[config.mk]
export PLATFORM = sky130hd
export DESIGN_NAME = lsu_dmem_ctrl
export DESIGN_NICKNAME = d
export VERILOG_FILES = /design/src/rtl/lsu_dmem_ctrl_pkg.sv /design/src/rtl/lsu_align.sv /design/src/rtl/lsu_dmem_ctrl.sv
export SDC_FILE = /design/constraint.sdc
export NUM_CORES = 1
export LEC_CHECK = 0
export CORE_MARGIN = 1.5
export CORE_UTILIZATION = 47
export CTS_BUF_LIST = sky130_fd_sc_hd__clkbuf_8
export DETAILED_ROUTE_END_ITERATION = 10
export HOLD_SLACK_MARGIN = 0.1
export PLACE_DENSITY = 0.95
export SLEW_MARGIN = 20
export SYNTH_ARGS = -nofsm -noshare
export SYNTH_HDL_FRONTEND = slang
export SYNTH_SLANG_ARGS = --single-unit
[constraint.sdc]
create_clock -name clk -period 4.8 [get_ports clk]
set_input_delay 0.96 -clock clk [delete_from_list [all_inputs] [get_ports clk]]
set_output_delay 0.96 -clock clk [all_outputs]
set_load 0.005 [all_outputs]
[src/rtl/lsu_dmem_ctrl_pkg.sv]
// ============================================================================
// lsu_dmem_ctrl_pkg : shared constants, state encoding and access-check helpers
// Rev 1.0
// ============================================================================
`default_nettype none

package lsu_dmem_ctrl_pkg;

  localparam int LSU_ADDR_WIDTH = 32;
  localparam int LSU_DATA_WIDTH = 32;
  localparam int LSU_TAG_WIDTH  = 6;

  localparam logic [2:0] LSU_FUNCT3_LB  = 3'd0;
  localparam logic [2:0] LSU_FUNCT3_LH  = 3'd1;
  localparam logic [2:0] LSU_FUNCT3_LW  = 3'd2;
  localparam logic [2:0] LSU_FUNCT3_LBU = 3'd4;
  localparam logic [2:0] LSU_FUNCT3_LHU = 3'd5;
  localparam logic [2:0] LSU_FUNCT3_SB  = 3'd0;
  localparam logic [2:0] LSU_FUNCT3_SH  = 3'd1;
  localparam logic [2:0] LSU_FUNCT3_SW  = 3'd2;

  typedef enum logic [2:0] {
    LSU_ST_IDLE = 3'd0,
    LSU_ST_RD   = 3'd1,
    LSU_ST_LDAT = 3'd2,
    LSU_ST_RMW  = 3'd3,
    LSU_ST_WR   = 3'd4,
    LSU_ST_RESP = 3'd5
  } lsu_state_e;

  function automatic logic lsu_funct3_legal(input logic is_store, input logic [2:0] funct3);
    logic legal;
    legal = 1'b0;
    if (is_store) begin
      legal = (funct3 == LSU_FUNCT3_SB) || (funct3 == LSU_FUNCT3_SH) ||
              (funct3 == LSU_FUNCT3_SW);
    end else begin
      legal = (funct3 == LSU_FUNCT3_LB)  || (funct3 == LSU_FUNCT3_LH)  ||
              (funct3 == LSU_FUNCT3_LW)  || (funct3 == LSU_FUNCT3_LBU) ||
              (funct3 == LSU_FUNCT3_LHU);
    end
    return legal;
  endfunction

  // Only meaningful for legal funct3; illegal codes are reported before alignment.
  function automatic logic lsu_misaligned(input logic [2:0] funct3, input logic [1:0] addr_lo);
    logic mis;
    mis = 1'b0;
    case (funct3)
      3'b001, 3'b101: mis = addr_lo[0];
      3'b010:         mis = (addr_lo != 2'b00);
      default:        mis = 1'b0;
    endcase
    return mis;
  endfunction

endpackage

`default_nettype wire

[src/rtl/lsu_align.sv]
// ============================================================================
// lsu_align : load lane extract/extend and store lane merge (combinational)
// Rev 1.0
// ============================================================================
`default_nettype none

module lsu_align
  import lsu_dmem_ctrl_pkg::*;
(
  input  logic [2:0]                i_funct3,
  input  logic [1:0]                i_lane,
  input  logic [LSU_DATA_WIDTH-1:0] i_rd_word,
  input  logic [LSU_DATA_WIDTH-1:0] i_wdata,
  output logic [LSU_DATA_WIDTH-1:0] o_load_data,
  output logic [LSU_DATA_WIDTH-1:0] o_merge_word
);

  logic [7:0]  w_byte;
  logic [15:0] w_half;
  logic [4:0]  w_byte_lsb;

  always_comb begin
    w_byte_lsb = {i_lane, 3'b000};
    w_byte     = i_rd_word[w_byte_lsb +: 8];
    w_half     = i_lane[1] ? i_rd_word[31:16] : i_rd_word[15:0];

    o_load_data = i_rd_word;
    case (i_funct3)
      LSU_FUNCT3_LB:  o_load_data = {{24{w_byte[7]}}, w_byte};
      LSU_FUNCT3_LH:  o_load_data = {{16{w_half[15]}}, w_half};
      LSU_FUNCT3_LBU: o_load_data = {24'd0, w_byte};
      LSU_FUNCT3_LHU: o_load_data = {16'd0, w_half};
      default:        o_load_data = i_rd_word;
    endcase

    // Word stores bypass the merge entirely and take the full write data.
    o_merge_word = i_rd_word;
    case (i_funct3)
      LSU_FUNCT3_SB: o_merge_word[w_byte_lsb +: 8] = i_wdata[7:0];
      LSU_FUNCT3_SH: begin
        if (i_lane[1]) o_merge_word[31:16] = i_wdata[15:0];
        else           o_merge_word[15:0]  = i_wdata[15:0];
      end
      default:       o_merge_word = i_wdata;
    endcase
  end

endmodule

`default_nettype wire

[src/rtl/lsu_dmem_ctrl.sv]
// ============================================================================
// lsu_dmem_ctrl : single-request load/store controller driving dmem directly
// Rev 1.0
// ============================================================================
`default_nettype none

module lsu_dmem_ctrl
  import lsu_dmem_ctrl_pkg::*;
#(
  parameter int ADDR_WIDTH = LSU_ADDR_WIDTH,
  parameter int DATA_WIDTH = LSU_DATA_WIDTH,
  parameter int TAG_WIDTH  = LSU_TAG_WIDTH
)(
  input  logic                  clk,
  input  logic                  rst,
  input  logic                  i_req_valid,
  output logic                  o_req_ready,
  input  logic                  i_req_is_store,
  input  logic [2:0]            i_req_funct3,
  input  logic [ADDR_WIDTH-1:0] i_req_addr,
  input  logic [DATA_WIDTH-1:0] i_req_wdata,
  input  logic [TAG_WIDTH-1:0]  i_req_tag,
  output logic                  o_resp_valid,
  input  logic                  i_resp_ready,
  output logic [TAG_WIDTH-1:0]  o_resp_tag,
  output logic [DATA_WIDTH-1:0] o_resp_data,
  output logic                  o_resp_misaligned,
  output logic                  o_resp_illegal,
  input  logic                  i_flush,
  output logic [ADDR_WIDTH-1:0] o_dmem_addr,
  output logic                  o_dmem_wr_en,
  output logic [DATA_WIDTH-1:0] o_dmem_wr_data,
  input  logic [DATA_WIDTH-1:0] i_dmem_rd_data
);

  lsu_state_e            state_q, state_d;
  logic [ADDR_WIDTH-1:0] addr_q, addr_d;
  logic [DATA_WIDTH-1:0] wdata_q, wdata_d;
  logic [2:0]            funct3_q, funct3_d;
  logic                  is_store_q, is_store_d;
  logic [TAG_WIDTH-1:0]  tag_q, tag_d;
  logic [DATA_WIDTH-1:0] resp_data_q, resp_data_d;
  logic                  resp_mis_q, resp_mis_d;
  logic                  resp_ill_q, resp_ill_d;

  logic                  w_accept;
  logic                  w_legal;
  logic                  w_misal;
  logic                  w_load_flush;
  logic [DATA_WIDTH-1:0] w_load_data;
  logic [DATA_WIDTH-1:0] w_merge_word;

  lsu_align u_align (
    .i_funct3     (funct3_q),
    .i_lane       (addr_q[1:0]),
    .i_rd_word    (i_dmem_rd_data),
    .i_wdata      (wdata_q),
    .o_load_data  (w_load_data),
    .o_merge_word (w_merge_word)
  );

  assign o_req_ready = (state_q == LSU_ST_IDLE) && !rst;
  assign w_accept    = i_req_valid && o_req_ready;
  assign w_legal     = lsu_funct3_legal(i_req_is_store, i_req_funct3);
  assign w_misal     = lsu_misaligned(i_req_funct3, i_req_addr[1:0]);
  // Stores are committed at issue, so only loads can be cancelled.
  assign w_load_flush = i_flush && !is_store_q;

  always_comb begin
    state_d     = state_q;
    addr_d      = addr_q;
    wdata_d     = wdata_q;
    funct3_d    = funct3_q;
    is_store_d  = is_store_q;
    tag_d       = tag_q;
    resp_data_d = resp_data_q;
    resp_mis_d  = resp_mis_q;
    resp_ill_d  = resp_ill_q;

    case (state_q)
      LSU_ST_IDLE: begin
        if (w_accept) begin
          addr_d      = i_req_addr;
          wdata_d     = i_req_wdata;
          funct3_d    = i_req_funct3;
          is_store_d  = i_req_is_store;
          tag_d       = i_req_tag;
          resp_data_d = '0;
          resp_ill_d  = !w_legal;
          resp_mis_d  = w_legal && w_misal;
          if (!w_legal || w_misal) begin
            state_d = LSU_ST_RESP;
          end else if (i_req_is_store && (i_req_funct3 == LSU_FUNCT3_SW)) begin
            state_d = LSU_ST_WR;
          end else begin
            state_d = LSU_ST_RD;
          end
        end
      end
      LSU_ST_RD: begin
        if (w_load_flush)    state_d = LSU_ST_IDLE;
        else if (is_store_q) state_d = LSU_ST_RMW;
        else                 state_d = LSU_ST_LDAT;
      end
      LSU_ST_LDAT: begin
        if (w_load_flush) begin
          state_d = LSU_ST_IDLE;
        end else begin
          resp_data_d = w_load_data;
          state_d     = LSU_ST_RESP;
        end
      end
      LSU_ST_RMW:  state_d = LSU_ST_RESP;
      LSU_ST_WR:   state_d = LSU_ST_RESP;
      LSU_ST_RESP: begin
        if (w_load_flush || i_resp_ready) state_d = LSU_ST_IDLE;
      end
      default:     state_d = LSU_ST_IDLE;
    endcase
  end

  always_ff @(posedge clk or posedge rst) begin
    if (rst) begin
      state_q     <= LSU_ST_IDLE;
      addr_q      <= '0;
      wdata_q     <= '0;
      funct3_q    <= '0;
      is_store_q  <= 1'b0;
      tag_q       <= '0;
      resp_data_q <= '0;
      resp_mis_q  <= 1'b0;
      resp_ill_q  <= 1'b0;
    end else begin
      state_q     <= state_d;
      addr_q      <= addr_d;
      wdata_q     <= wdata_d;
      funct3_q    <= funct3_d;
      is_store_q  <= is_store_d;
      tag_q       <= tag_d;
      resp_data_q <= resp_data_d;
      resp_mis_q  <= resp_mis_d;
      resp_ill_q  <= resp_ill_d;
    end
  end

  assign o_resp_valid      = (state_q == LSU_ST_RESP);
  assign o_resp_tag        = tag_q;
  assign o_resp_data       = resp_data_q;
  assign o_resp_misaligned = resp_mis_q;
  assign o_resp_illegal    = resp_ill_q;

  assign o_dmem_addr    = {2'b00, addr_q[ADDR_WIDTH-1:2]};
  assign o_dmem_wr_en   = (state_q == LSU_ST_WR) || (state_q == LSU_ST_RMW);
  assign o_dmem_wr_data = (state_q == LSU_ST_WR)  ? wdata_q :
                          (state_q == LSU_ST_RMW) ? w_merge_word : '0;

endmodule

`default_nettype wire

=== After elaboration in Yosys (flattened, before gate mapping) ===
Cells that the tools add are included.

* Equality and inequality tests: 15
* Add/subtract/negate cells: 1
* Reduce and logical (&&, ||, !) cells: 25
* Multiplexer cells: 21
* Shift operators: 3

{| class="wikitable"
|+ Operator list
! kind !! number
|-
| $mux 32 || 4
|-
| $pmux 32 s2 || 2
|-
| $pmux 32 s4 || 1
|-
| $mux 16 || 3
|-
| $bwmux 32 || 1
|-
| $shift 8x7->32 const A || 1
|-
| $shiftx 32x6->8 || 1
|-
| $shiftx 8x7->32 || 1
|-
| $eq 3x3->1 const B || 6
|-
| $mux 3 || 5
|-
| $pmux 3 s5 || 1
|-
| $eq 3x1->1 const B || 3
|-
| $eq 3x2->1 const B || 3
|-
| $logic_not 3->1 || 3
|-
| $logic_or 1x1->1 || 7
|-
| $neg 5->7 || 1
|-
| $logic_and 1x1->1 || 5
|-
| $ne 2x2->1 const B || 2
|-
| $reduce_and 2->1 || 2
|-
| $reduce_bool 2->1 || 2
|-
| $reduce_or 2->1 || 2
|-
| $logic_not 1->1 || 3
|-
| $reduce_and 3->1 || 1
|-
| $mux 1 || 2
|-
| 3 further kinds || 3
|}

* Word-level logic and storage cells: 74
* Input bits: 111
* Output and inout port bits: 107
* Flip-flop bits (word level): 111

=== Longest topological paths before layout ===
* Depth in word-level cells: 11
* Depth in mapped cells: 8
* Mapped depth without buffers: 6

=== By module ===
Synthesis repeated with hierarchy kept, for this count alone.

* Cell total of the unflattened synthesis: 682
* Area total of the unflattened synthesis: 6877.8 um2

{| class="wikitable"
|+ By module, submodules not included
! module !! seq. area each (um2) !! area each (um2) !! instances !! cells each
|-
| lsu_dmem_ctrl || 2777.7 || 5044.8 || 1 || 418
|-
| lsu_align || 0.0 || 1833.0 || 1 || 264
|}

=== Least setup slack after synthesis ===
No wires, ideal clock.

* Path type: register to output
* Start point: register addr_q[1]
* End point: output port o_dmem_wr_data[0]
* Arrival: 2.127 ns
* Stages on the path, launching flop included: 9
* Buffers on the path: 2
* Slack: 1.713 ns
* Required time: 3.840 ns
* Path through: dfrtp_1 > buf_2 > inv_1 > clkbuf_1 > ha_1 > nor4bb_1 > a211oi_1 > o21ai_1 > a22o_1

* Word-level cells in the longest chain between the ends: 6
* Elaborated cells on any way between the ends: 8
* Those cells by class: 1 x add/sub; 2 x shift; 5 x mux

{| class="wikitable"
|+ Ends and longest elaborated chain
! item !! line !! text
|-
| from (decl) || lsu_dmem_ctrl.sv:37 || <nowiki>logic [ADDR_WIDTH-1:0] addr_q, addr_d;</nowiki>
|-
| from (signal assigned) || lsu_dmem_ctrl.sv:135 || <nowiki>addr_q <= addr_d;</nowiki>
|-
| $neg 5->7 || lsu_align.sv:39 || <nowiki>LSU_FUNCT3_SB: o_merge_word[w_byte_lsb +: 8] = i_wdata[7:0];</nowiki>
|-
| $shiftx 8x7->32 or $shift 8x7->32 (tied branches) || lsu_align.sv:39 ||
|-
| $bwmux 32 || lsu_align.sv:39 ||
|-
| $pmux 32 s2 (*) || lsu_align.sv:38 || <nowiki>case (i_funct3)</nowiki>
|-
| $mux 32 (*) || lsu_dmem_ctrl.sv:155 || <nowiki>(state_q == LSU_ST_RMW) ? w_merge_word : '0;</nowiki>
|-
| $mux 32 (*) || lsu_dmem_ctrl.sv:154 || <nowiki>assign o_dmem_wr_data = (state_q == LSU_ST_WR) ? wdata_q :</nowiki>
|-
| to (decl) || lsu_dmem_ctrl.sv:32 || <nowiki>output logic [DATA_WIDTH-1:0] o_dmem_wr_data,</nowiki>
|}

Every way passes the cells marked *; elsewhere a longest branch is shown, timed or not.

=== Worst setup path after layout ===
* Start point: register funct3_q[2]
* End point: output port o_dmem_wr_data[10]

* Word-level cells in the longest chain between the ends: 4
* Elaborated cells on any way between the ends: 5
* Those cells by class: 1 x eq/ne; 3 x mux; 1 x reduce/logical

{| class="wikitable"
|+ Ends and longest elaborated chain
! item !! line !! text
|-
| from (decl) || lsu_dmem_ctrl.sv:39 || <nowiki>logic [2:0] funct3_q, funct3_d;</nowiki>
|-
| from (signal assigned) || lsu_dmem_ctrl.sv:137 || <nowiki>funct3_q <= funct3_d;</nowiki>
|-
| $eq 3x1->1 or $logic_not 3->1 (tied branches) || lsu_align.sv:38 ||
|-
| $pmux 32 s2 (*) || lsu_align.sv:38 ||
|-
| $mux 32 (*) || lsu_dmem_ctrl.sv:155 ||
|-
| $mux 32 (*) || lsu_dmem_ctrl.sv:154 ||
|}

Marked as above.

==> impl_metrics.sql <==
INSERT INTO impl_metrics (metric_group, metric, value, unit) VALUES
('logic_synthesis', 'yosys.cell_types.count', '62', ''),
('cts', 'postCtsHoldBufs', '0', ''),
('critical_path', 'critical_path.max_stage_delay', '0.79', 'ns'),
('detailed_routing', 'detail_route.wl_per_cell', '19.8', 'um'),
('run', 'maxCapViolCount', '0', ''),
('place', 'place.detailed.instances', '991', ''),
('cells_and_area', 'final_cell_count_no_fill', '1007', ''),
('detailed_routing', 'drt-initial-drc-count', '378', ''),
('logic_synthesis', 'flop_and_latch_count_out_of_synthesis', '111', ''),
('power_and_ir_drop', 'vdd.ir_drop.worst', '313', 'uV'),
('cells_and_area', 'fin_area', '8200', 'um^2'),
('logic_synthesis', 'synth_cells', '664', ''),
('cts', 'post-cts-setup-buffers', '0', ''),
('cells_and_area', 'layout.filler_cells', '1005', ''),
('cells_and_area', 'area_delta_synth_final', '36.6', '%'),
('cts', 'post_cts_resized', '0', ''),
('power_and_ir_drop', 'leakagePower', '3.67', 'nW'),
('grt', 'grt_remaining_overflow', '0', ''),
('critical_path', 'crit_slowest_cell', 'a2111oi_2', ''),
('critical_path', 'critical_path.max_fanout', '13', ''),
('logic_synthesis', 'avgSynthCellArea', '9.05', 'um^2'),
('timing', 'timing.clock.skew', '0.00648', 'ns'),
('floorplan', 'die_width', '116', 'um'),
('logic_synthesis', 'synth_ff_type', 'dfrtp_1', ''),
('logic_synthesis', 'synth.top_cells.by_count', 'nand2_1 (235), dfrtp_1 (111), buf_4 (35)', ''),
('critical_path', 'required', '3.84', 'ns'),
('place', 'placement.cell_area', '8020', 'um^2'),
('detailed_routing', 'top_layer_used', 'met4', ''),
('timing', 'post-route-period-util', '83.5', '%'),
('timing', 'final-max-slew-violation-count', '0', ''),
('run_status', 'run_status', 'finished clean', ''),
('cts', 'cts_tree', 'yes', ''),
('timing', 'timing.setup.tns', '0', 'ns'),
('worst_hold_path', 'min_path_type', 'reg -> reg', ''),
('timing', 'relSlewSlack', '38.0', '%'),
('logic_synthesis', 'yosys_warnings', '0', ''),
('grt', 'largest_net_degree_at_the_start_of_global_routing', '80', ''),
('cells_and_area', 'n_antenna_cell', '0', ''),
('detailed_routing', 'wl_met1', '7900', 'um'),
('cts', 'cts_num_sinks', '111', ''),
('logic_synthesis', 'post-synth-top-area-cell', 'dfrtp_1', ''),
('cts', 'tritoncts.num_buffers', '9', ''),
('grt', 'global_route.usage.total', '30.3', '%'),
('cts', 'htree_levels', '3', ''),
('detailed_routing', 'vias', '5767', ''),
('cts', 'insertion_delay', '0.39', 'ns'),
('cts', 'clockBufferDepth', '2', ''),
('place', 'dpl.hpwl', '14800', 'um'),
('floorplan', 'floorplan_core_area', '12600', 'um^2'),
('detailed_routing', 'route.detailed.drc', '0', ''),
('power_and_ir_drop', 'total_power', '4.43', 'mW'),
('grt', 'vias_in_the_first_global_route', '5586', ''),
('detailed_routing', 'routed_wirelength', '20000', 'um'),
('logic_synthesis', 'synth-edff-count', '0', ''),
('critical_path', 'critical_path.cell_chain', 'or2_1, a2111oi_2, and2_1, a221o_1, clkdlybuf4s50_1', ''),
('floorplan', 'initial_utilization', '47.8', '%'),
('logic_synthesis', 'synth_async_sr_flop_share', '100', '%'),
('cells_and_area', 'post_route_cells_drive_above_1_share', '5.63', '%'),
('cts', 'clock-root-buffer', 'clkbuf_8', ''),
('critical_path', 'worst-setup-path-type', 'reg -> out', ''),
('floorplan', 'floorplan.die_area', '13500', 'um^2'),
('detailed_routing', 'met2_length', '9380', 'um'),
('critical_path', 'path_buf_inv', '1', ''),
('timing', 'final-hold-violation-count', '0', ''),
('cts', 'worst_setup_hold_path_clk_slew', '0.11', 'ns'),
('detailed_routing', 'met3RoutedLength', '1950', 'um'),
('critical_path', 'delay_heaviest_family_cp', 'compound AO/OA/AOI/OAI gates', ''),
('logic_synthesis', 'sequential_to_total_area_share_from_yosys_stat', '46.2', '%'),
('logic_synthesis', 'synth_top_area_share', '46.2', '%'),
('grt', 'grt_first_pass_wirelength', '30500', 'um'),
('critical_path', 'timing.critical_path.to_type', 'output pin', '');
state kept, by name, summed over array words and instances, names as in the netlist:
name,flops
addr_q,32
funct3_q,3
is_store_q,1
o_resp_data,32
o_resp_illegal,1
o_resp_misaligned,1
o_resp_tag,6
state_q,3
wdata_q,32
through the flow:
stage | setup slack [ns] | utilization, % | hold WS, ns
floorplan | 0.909 | - | 0.446
global placement | 1.26 | 63.8 | 0.457
detailed placement | 1.24 | 63.8 | 0.462
CTS | 0.796 | 65.3 | 0.488
global route | 0.591 | 65.3 | 0.508
finish | 0.793 | 65.3 | 0.486
area by class of cell:
cell class	instances	area, um^2	area share [%]
Clock buffer	10	138	1.68
Clock inverter	6	43.8	0.534
Inverter	10	40.0	0.488
Multi-Input combinational cell	472	2760	33.6
Sequential cell	111	2780	33.9
Tap cell	172	215	2.62
Timing Repair Buffer	226	2230	27.2
path summary, 6_finish.rpt:
| kind | from | endpoint | slack, ns | cells past startpoint |
|---|---|---|---|---|
| min in group asynchronous | rst | state_q[2]$_DFFE_PP0P_ | 1.10 | 2 |
| hold / removal | addr_q[2]$_DFFE_PP0P_ | addr_q[2]$_DFFE_PP0P_ | 0.49 | 2 |
| setup reg to reg | state_q[0]$_DFFE_PP0P_ | addr_q[10]$_DFFE_PP0P_ | 2.60 | 5 |
| setup / recovery | funct3_q[2]$_DFFE_PP0P_ | o_dmem_wr_data[10] | 0.79 | 5 |
| hold reg to reg | addr_q[2]$_DFFE_PP0P_ | addr_q[2]$_DFFE_PP0P_ | 0.49 | 2 |
| max in group asynchronous | rst | addr_q[23]$_DFFE_PP0P_ | 2.81 | 3 |
metal layers:
layer  vias up  GRT usage [%]
li1       2611              -
met5         -              0
met3        60           8.42
met1      2762           39.1
met2       334           47.5
met4         0           13.9
cell usage in the layout (no fill, tap or decap), types with 2 or more instances in the layout:
cell	count
a221o_1	31
nor4_2	2
a22oi_1	9
a22o_1	12
nor3b_1	2
nand2_1	234
and2_1	10
conb_1	2
a32oi_1	4
dfrtp_1	111
nor4bb_1	2
nand3_1	10
ha_1	5
buf_4	11
a21oi_1	15
mux2i_1	12
o31ai_1	2
o21ai_1	2
inv_1	10
nand2b_1	11
clkinvlp_4	3
inv_6	2
nor2_1	12
nor3_1	3
nor4b_1	2
a32o_1	8
o21ai_0	20
o2bb2ai_1	7
nor2b_1	7
o211ai_1	2
clkbuf_8	10
mux2_2	3
clkdlybuf4s50_1	215
or3_1	8
o221ai_1	7
kinds of logic (layout without fill, tap and decap cells):
| kind of cell | Yosys count | after routing | synth area share, % |
|---|---|---|---|
| fa+ha+maj | 5 | 5 | 1.04 |
| simple gates | 316 | 316 | 23.5 |
| flops | 111 | 111 | 46.2 |
| other cells | 1 | 2 | 0.0624 |
| mux | 15 | 15 | 2.56 |
| buf+inv | 82 | 252 | 8.00 |
| compound gates | 134 | 134 | 18.6 |
worst register-to-register path, delay by kind of cell (launching register included):
kind / cells / cell delay, ns
simple gates: 4 / 1.08
flops: 1 / 0.53
buf+inv: 1 / 0.48
report_power, final:
part	internal (mW)	switching, mW	total [mW]
clock	0.205	0.335	0.540
sequential	1.31	0.365	1.68
combinational	1.12	1.09	2.21
total	2.64	1.79	4.43
(Power assumes the default switching activity.)
